$ cat src/rtl/burst_seq_pkg.sv
// Shared types, constants and helpers for the burst address sequencer.
package burst_seq_pkg;

    typedef enum logic [1:0] {
        BurstFixed = 2'b00,
        BurstIncr  = 2'b01,
        BurstWrap  = 2'b10,
        BurstRsvd  = 2'b11
    } burst_e;

    typedef enum logic {
        StIdle,
        StBurst
    } state_e;

    // WRAP bursts may only carry 2, 4, 8 or 16 beats (len = beats - 1).
    localparam int unsigned WrapLen2  = 1;
    localparam int unsigned WrapLen4  = 3;
    localparam int unsigned WrapLen8  = 7;
    localparam int unsigned WrapLen16 = 15;

    function automatic int unsigned max_size(input int unsigned data_width);
        return $clog2(data_width / 8);
    endfunction

    function automatic logic wrap_len_ok(input int unsigned len);
        return (len == WrapLen2) || (len == WrapLen4) || (len == WrapLen8) || (len == WrapLen16);
    endfunction

endpackage

$ cat src/rtl/burst_addr_step.sv
// Combinational next-beat address and command legality for one AXI4 burst step.
module burst_addr_step
    import burst_seq_pkg::*;
#(
    parameter int unsigned ADDR_WIDTH = 12,
    parameter int unsigned DATA_WIDTH = 64,
    parameter int unsigned LEN_WIDTH  = 8
) (
    input  logic [ADDR_WIDTH-1:0] addr,
    input  logic [LEN_WIDTH-1:0]  len,
    input  logic [2:0]            size,
    input  logic [1:0]            burst,
    output logic [ADDR_WIDTH-1:0] next_addr,
    output logic                  legal
);

    localparam logic [2:0] MaxSize = 3'(max_size(DATA_WIDTH));

    logic [ADDR_WIDTH-1:0] bytes;
    logic [ADDR_WIDTH-1:0] wrap_mask;

    always_comb begin
        bytes     = ADDR_WIDTH'(1) << size;
        wrap_mask = ((ADDR_WIDTH'(len) + ADDR_WIDTH'(1)) << size) - ADDR_WIDTH'(1);
        legal     = (size <= MaxSize) && (burst_e'(burst) != BurstRsvd);
        next_addr = addr;
        case (burst_e'(burst))
            BurstIncr: next_addr = (addr & ~(bytes - ADDR_WIDTH'(1))) + bytes;
            BurstWrap: begin
                next_addr = (addr & ~wrap_mask) | ((addr + bytes) & wrap_mask);
                if (!wrap_len_ok(32'(len)) || ((addr & (bytes - ADDR_WIDTH'(1))) != '0)) begin
                    legal = 1'b0;
                end
            end
            default: ;
        endcase
    end

endmodule

$ cat src/rtl/burst_addr_seq.sv
// AXI4 burst address sequencer: one command in, one registered address per beat out.
// Optional byte-lane strobe output enabled by defining BURST_ADDR_SEQ_STRB_EN.
module burst_addr_seq
    import burst_seq_pkg::*;
#(
    parameter int unsigned ADDR_WIDTH = 12,
    parameter int unsigned DATA_WIDTH = 64,
    parameter int unsigned LEN_WIDTH  = 8
) (
    input  logic                  clk_i,
    input  logic                  rst_i,
    input  logic                  cmd_valid_i,
    output logic                  cmd_ready_o,
    input  logic [ADDR_WIDTH-1:0] cmd_addr_i,
    input  logic [LEN_WIDTH-1:0]  cmd_len_i,
    input  logic [2:0]            cmd_size_i,
    input  logic [1:0]            cmd_burst_i,
    output logic                  beat_valid_o,
    input  logic                  beat_ready_i,
    output logic [ADDR_WIDTH-1:0] beat_addr_o,
    output logic [LEN_WIDTH-1:0]  beat_idx_o,
    output logic                  beat_last_o,
    output logic                  beat_err_o,
    output logic                  busy_o
`ifdef BURST_ADDR_SEQ_STRB_EN
    ,
    output logic [DATA_WIDTH/8-1:0] beat_strb_o
`endif
);

    state_e                state_q;
    logic [ADDR_WIDTH-1:0] addr_q;
    logic [LEN_WIDTH-1:0]  len_q;
    logic [LEN_WIDTH-1:0]  idx_q;
    logic [LEN_WIDTH-1:0]  idx_next;
    logic [2:0]            size_q;
    logic [1:0]            burst_q;
    logic                  last_q;
    logic                  err_q;
    logic [ADDR_WIDTH-1:0] beat_next_addr;
    logic [ADDR_WIDTH-1:0] unused_cmd_next_addr;
    logic                  unused_beat_legal;
    logic                  cmd_legal;
    logic                  beat_fire;
    logic                  cmd_fire;

    burst_addr_step #(
        .ADDR_WIDTH(ADDR_WIDTH),
        .DATA_WIDTH(DATA_WIDTH),
        .LEN_WIDTH (LEN_WIDTH)
    ) u_step_beat (
        .addr     (addr_q),
        .len      (len_q),
        .size     (size_q),
        .burst    (burst_q),
        .next_addr(beat_next_addr),
        .legal    (unused_beat_legal)
    );

    burst_addr_step #(
        .ADDR_WIDTH(ADDR_WIDTH),
        .DATA_WIDTH(DATA_WIDTH),
        .LEN_WIDTH (LEN_WIDTH)
    ) u_step_cmd (
        .addr     (cmd_addr_i),
        .len      (cmd_len_i),
        .size     (cmd_size_i),
        .burst    (cmd_burst_i),
        .next_addr(unused_cmd_next_addr),
        .legal    (cmd_legal)
    );

    assign beat_valid_o = (state_q == StBurst);
    assign busy_o       = (state_q == StBurst);
    assign beat_fire    = beat_valid_o & beat_ready_i;
    // Accepting on the last beat handshake gives back-to-back bursts with no bubble.
    assign cmd_ready_o  = (state_q == StIdle) | (beat_fire & last_q);
    assign cmd_fire     = cmd_valid_i & cmd_ready_o;
    assign idx_next     = idx_q + LEN_WIDTH'(1);
    assign beat_addr_o  = addr_q;
    assign beat_idx_o   = idx_q;
    assign beat_last_o  = last_q;
    assign beat_err_o   = err_q;

    always_ff @(posedge clk_i) begin
        if (rst_i) begin
            state_q <= StIdle;
            addr_q  <= '0;
            len_q   <= '0;
            idx_q   <= '0;
            size_q  <= '0;
            burst_q <= BurstFixed;
            last_q  <= 1'b0;
            err_q   <= 1'b0;
        end else if (cmd_fire) begin
            state_q <= StBurst;
            addr_q  <= cmd_addr_i;
            len_q   <= cmd_len_i;
            size_q  <= cmd_size_i;
            burst_q <= cmd_burst_i;
            idx_q   <= '0;
            err_q   <= !cmd_legal;
            last_q  <= !cmd_legal || (cmd_len_i == '0);
        end else if (beat_fire) begin
            if (last_q) begin
                state_q <= StIdle;
                last_q  <= 1'b0;
                err_q   <= 1'b0;
            end else begin
                addr_q <= beat_next_addr;
                idx_q  <= idx_next;
                last_q <= (idx_next == len_q);
            end
        end
    end

`ifdef BURST_ADDR_SEQ_STRB_EN
    localparam int unsigned NumLanes = DATA_WIDTH / 8;
    localparam int unsigned MaskW    = NumLanes + 1;

    logic [NumLanes-1:0] strb_q;

    // Lanes from the address lane up to the next size-aligned boundary.
    function automatic logic [NumLanes-1:0] lane_mask(input logic [ADDR_WIDTH-1:0] a,
                                                      input logic [2:0] s);
        int unsigned lo;
        int unsigned hi;
        lo = 32'(a) % NumLanes;
        hi = ((lo >> s) << s) + (32'd1 << s);
        return NumLanes'((MaskW'(1) << hi) - MaskW'(1)) &
               ~NumLanes'((MaskW'(1) << lo) - MaskW'(1));
    endfunction

    always_ff @(posedge clk_i) begin
        if (rst_i) begin
            strb_q <= '0;
        end else if (cmd_fire) begin
            strb_q <= cmd_legal ? lane_mask(cmd_addr_i, cmd_size_i) : '0;
        end else if (beat_fire) begin
            strb_q <= last_q ? '0 : lane_mask(beat_next_addr, size_q);
        end
    end

    assign beat_strb_o = strb_q;
`endif

endmodule

$ cat config.mk
export PLATFORM = sky130hd
export DESIGN_NAME = burst_addr_seq
export DESIGN_NICKNAME = d
export VERILOG_FILES = /design/src/rtl/burst_seq_pkg.sv /design/src/rtl/burst_addr_step.sv /design/src/rtl/burst_addr_seq.sv
export SDC_FILE = /design/constraint.sdc
export NUM_CORES = 1
export LEC_CHECK = 0
export CAP_MARGIN = 20
export CORE_AREA = 2 2 86 88
export CTS_CLUSTER_DIAMETER = 50
export DETAILED_ROUTE_END_ITERATION = 8
export DIE_AREA = 0 0 88 90
export GPL_TIMING_DRIVEN = 1
export HOLD_SLACK_MARGIN = 0.06
export PLACE_DENSITY = 0.92
export SETUP_SLACK_MARGIN = 0.02
export SYNTH_ARGS = -nofsm -noshare
export SYNTH_HDL_FRONTEND = slang
export SYNTH_SLANG_ARGS = --single-unit
$ cat constraint.sdc
create_clock -name clk_i -period 5.1 [get_ports clk_i]
set_clock_uncertainty 0.1 [all_clocks]
set_input_delay 0.51 -clock clk_i [delete_from_list [all_inputs] [get_ports clk_i]]
set_output_delay 0.51 -clock clk_i [all_outputs]
set_load 0.02 [all_outputs]
# Yosys cells after proc, flatten, opt, wreduce, memory -nomap -nowiden
# Cells that the tools add are included.
[classes]
magnitude_cmp = 1
bitwise = 13
addsub = 7
eq_ne = 10
muxes = 13
shift = 3
n_reduce_logical = 17
[ops]
columns = ["op", "count"]
rows = [
  ["AND 12 bit", 4],
  ["two-way mux 12 bit", 3],
  ["subtractor 12 x 1 -> 12 bit (second input constant)", 3],
  ["adder 12 bit", 2],
  ["NOT 12 bit", 2],
  ["one-hot mux 12 bit (2 select lines)", 1],
  ["left shift 1 x 3 -> 12 bit (first input constant)", 2],
  ["bitwise OR 12 bit", 1],
  ["nonzero test 12 bit", 1],
  ["left shift 12 x 3 -> 12 bit", 1],
  ["adder 8 x 1 -> 9 bit (second input constant)", 1],
  ["two-way mux 1 bit", 9],
  ["adder 8 x 1 -> 8 bit (second input constant)", 1],
  ["== test 8 x 1 -> 1 bit (second input constant)", 1],
  ["== test 8 x 2 -> 1 bit (second input constant)", 1],
  ["== test 8 x 3 -> 1 bit (second input constant)", 1],
  ["== test 8 x 4 -> 1 bit (second input constant)", 1],
  ["== test 8 bit", 1],
  ["logical NOT 8 bit", 1],
  ["logical OR 1 bit", 5],
  ["== test 2 bit (second input constant)", 2],
  ["AND reduction 2 bit", 2],
  ["nonzero test 2 bit", 2],
  ["AND 1 bit", 3],
  ["11 further kinds", 13],
]
[word_totals]
inputBits = 29
elab_cells = 72
out_inout_bits = 25
reg_bits = 36

# Longest topological paths before layout
[logic_depth]
depth_word = 11
depth_mapped = 16
ltp_nobuf = 14

# Hierarchy
# Synthesis repeated with hierarchy kept, for this count alone.
[unflattened]
hier_cells = 975
hier_area_um2 = 6820.3
[by_module_without_submodules]
columns = ["module", "instances", "seq_area_each_um2", "area_per_inst_um2", "cells_per_inst"]
rows = [
  ["burst_addr_step at u_step_beat", 1, 0.0, 2648.8, 387],
  ["burst_addr_step at u_step_cmd", 1, 0.0, 2487.4, 375],
  ["burst_addr_seq", 1, 720.7, 1684.1, 213],
]

# Least setup slack after synthesis
# Ideal clock, no wire load.
[synth_timing]
path_type = "register -> register"
start = "register size_q[1]"
end = "register with a tool-made name"
setup_ps = 86
path_buffers = 3
stages_incl_launch_ff = 15
path_slack_ps = 1925
period_less_slack_ps = 3175
required_time_ps = 4914
t_arrival_ps = 2990
cell_sequence = "dfxtp_1 -> buf_2 -> buf_2 -> nor2_1 -> nand2_1 -> ha_1 -> clkbuf_1 -> o21ai_0 -> a22o_1 -> or3b_2 -> o21ai_1 -> and3_1 -> o211ai_1 -> o211a_1 -> a211oi_1"
[synth_rtl]
columns = ["element", "line_no", "source"]
rows = [
  ["from (decl)", "burst_addr_seq.sv:36", "logic [2:0] size_q;"],
  ["from (signal assigned)", "burst_addr_seq.sv:99", "size_q <= cmd_size_i;"],
]

==> results by group <==
Finish
  – Filler cells: 616
  – Share of cells above drive strength 1: 4.944%
  – Layout area overhead: 15.67%
  – Area of the multi-input gates: 3084 sq um
  – Most frequent cells in the layout: nand2_1, nor2_1, a21oi_1
  – Most common cell after layout, fill and taps aside: nand2_1
  – Fin nets: 671
  – Register area: 720.7 sq um
  – Antenna diodes: 0
  – Final cell count without fillers: 726

Drt
  – Number of vias per cell: 6.645
  – 1st-iter DRT viols: 575
  – DRC viols: 0
  – Drt first pass iters: 6
  – Vias: 4824
  – Routed WL: ~13 mm
  – DR WL/cell: ~18 um
  – Antenna Nets Post-Route: 0

Placement
  – Gp weighted congestion: 1.045
  – Post-Place Cells: 718
  – Pre-CTS setup slack: 1387 ps
  – Count of input and output buffers: between 50 and 60
  – Hpwl dp: 9.964 mm

Synth
  – Netlist cell types: 75
  – Number of synthesized flops with an enable pin: 0
  – Yosys Warn Count: 0
  – Cells after Synth: 599
  – Leading area contributor after synthesis: dfxtp_1
  – Area share of and/or/nand/nor cells after synthesis: 30.55%
  – Sequential share of the synthesized area: 17.70%
  – Mapped Avg Cell Area: 6.797 sq um
  – Post-synthesis mux area share: 1.014%
  – #FFs+latches synth: 36
  – Most area-consuming cells after synthesis: dfxtp_1, nand2_1, a21oi_1
  – Compound-Gate Fraction of Synth Area: between 30% and 40%
  – Post-synth top flop: dfxtp_1
  – Async set-reset flop share out of synthesis: 0%
  – Largest family of logic cells by synthesized area: simple AND/OR/NAND/NOR gates
  – Syn Std Cell Area: 4071 sq um
  – Xor and xnor area share after synthesis: 8.820%
  – Top-area cell type share of the netlist area: 17.70%
  – Area share of fa/ha/maj cells after synthesis: 5.101%
  – Syn nets: 644

Global routing
  – First-pass GRT wire length: 21.45 mm
  – Pin count of the biggest net entering global routing: 32
  – Vias in the first global route: 4286
  – Initial antenna violation count: 0
  – Congestion Overflow GR: 0
  – All-Layer GR Usage: around a third

Clock tree
  – Reg clk slew, reported paths: about 80 ps
  – Clock latency on the worst-skew pair: about 300 ps
  – Hold Buf Count CTS: 0
  – Setup bufs post-CTS: 0
  – H-tree Lvls: 2
  – Longest Clk Path Bufs: 2
  – CTS Sinks: 36
  – CTS resizes: 0
  – Inserted Clock Buffers: 5
  – CTS root buf: clkbuf_8
  – TritonCTS clock tree: built

STA
  – Final setup vio count: 0
  – Relative slew slack: 33.00%
  – Minimum clock period: 3882 ps
  – Setup ws final: 1218 ps
  – RSZ-0062 raised after global routing: false
  – Final period util: between 70% and 80%
  – Setup_tns: 0 ps
  – WHS: around 400 ps
  – Slew @ Worst Pin: 1001 ps
  – Count of final hold-check violations: 0
  – Fmax: 257.6 MHz
  – Final Max Slew Viols: 0

Critical path
  – Worst-path fanout max: 19
  – Cell repeated most along the worst path: a21oi_1
  – Worst setup SP type: register
  – Critical path buffers and inverters: 2
  – Worst path max stage delay: 760 ps
  – CP Cell Sequence: inv_1 -> nand2_1 -> inv_1 -> ha_1 -> mux2_2 -> a21oi_1 -> o31ai_1 -> a211oi_1 -> o21ai_0 -> a21oi_1 -> or3_1 -> a21oi_1 -> a221o_1
  – Crit Path Category: register to register
  – CP required: 5200 ps
  – WP data arrival: roughly 4000 ps
  – Worst Setup End Kind: register
  – Delay-heaviest family, CP: compound AO/OA/AOI/OAI gates
  – Crit-path slowest cell: dfxtp_1

Power
  – Total leakage power: approximately 0.0017 uW
  – Worst vdd ir: 0.1772 mV
  – Pwr/cell area: 209.3 nW/um^2

Die
  – I/O pin count: 54
  – Core area: 7020 sq um
  – Die Width: about 90 um
  – Die Ht: 90 um
  – Starting density of the core: around 58%
  – Die area: a little under 8000 sq um
  – Row count: 31

Job
  – Max-Cap Viols: 0

Worst hold path
  – Hold Path Class: register to register

Outcome
  – Status: complete, no violations
[stage by stage]
| step | power [uW] | area (sq um) | util (%) |
|---|---|---|---|
| CTS | 971.8 | 4710 | 67.08 |
| finish | 985.9 | 4710 | 67.08 |
| global route | 1028 | 4710 | 67.08 |
| detailed placement | 715.7 | 4602 | 65.55 |
| floorplan | 592.0 | 4071 | - |
| global placement | 708.9 | 4602 | 65.55 |
[metal layers]
metal	vias to the layer above	share of wire [%]	GRT usage, %	wire length (um)
met1	2197	42	48.65	5602
met2	341	43	48.99	5738
met5	-	0	0	0
met3	44	11	6.703	1516
met4	0	3.1	10.64	414
li1	2242	-	-	-
[synthesized netlist by cell type, types with 9 or more instances]
cell	count
nor3_1	21
nand2_1	76
ha_1	15
nand4_1	12
a21oi_1	55
inv_1	21
xnor2_1	21
clkbuf_1	22
buf_2	9
a31oi_1	9
and3_1	10
nor2b_1	9
xor2_1	20
nand2b_1	10
nand3_1	14
o21ai_0	35
nor2_1	62
dfxtp_1	36
[power breakdown]
part / internal [uW] / switching [uW]
Combinational: 159 / 225
Clock: 145 / 115
Sequential: 298 / 42.8
Total: 603 / 383
[cells by family (layout without fill, tap and decap cells)]
logic type | after synthesis | after routing
compound gates | 184 | 184
xor+xnor | 41 | 41
fa+ha+maj | 16 | 16
buf+inv | 63 | 91
flops | 36 | 36
mux | 4 | 4
simple gates | 255 | 255
[final cells by class]
class                   instances  share of cell area, %
flip-flops and latches         36                  15.30
inverters                      22                  1.753
clock inverters                 2                 0.7439
well taps                      99                  2.630
multi-input cells             500                  65.49
clock buffers                   6                  1.541
repair buffers                 61                  12.54
[path summary, 6_finish.rpt]
path | startpoint | end | slack [ps] | depth (start not counted)
max | size_q[0] | register | 1220 | 13
min reg2reg | burst_q[0] | burst_q[0] | 400 | 2
max reg2reg | size_q[0] | register | 1220 | 13
min | burst_q[0] | burst_q[0] | 400 | 2
[worst reg2reg max path, cell delays in order, from the launching register on]
cell,delay [ps]
dfxtp_1,760
inv_1,210
nand2_1,240
inv_1,120
ha_1,280
mux2_2,290
a21oi_1,200
o31ai_1,110
a211oi_1,420
o21ai_0,200
a21oi_1,300
or3_1,170
a21oi_1,70
a221o_1,310
(Power assumes the default switching activity.)
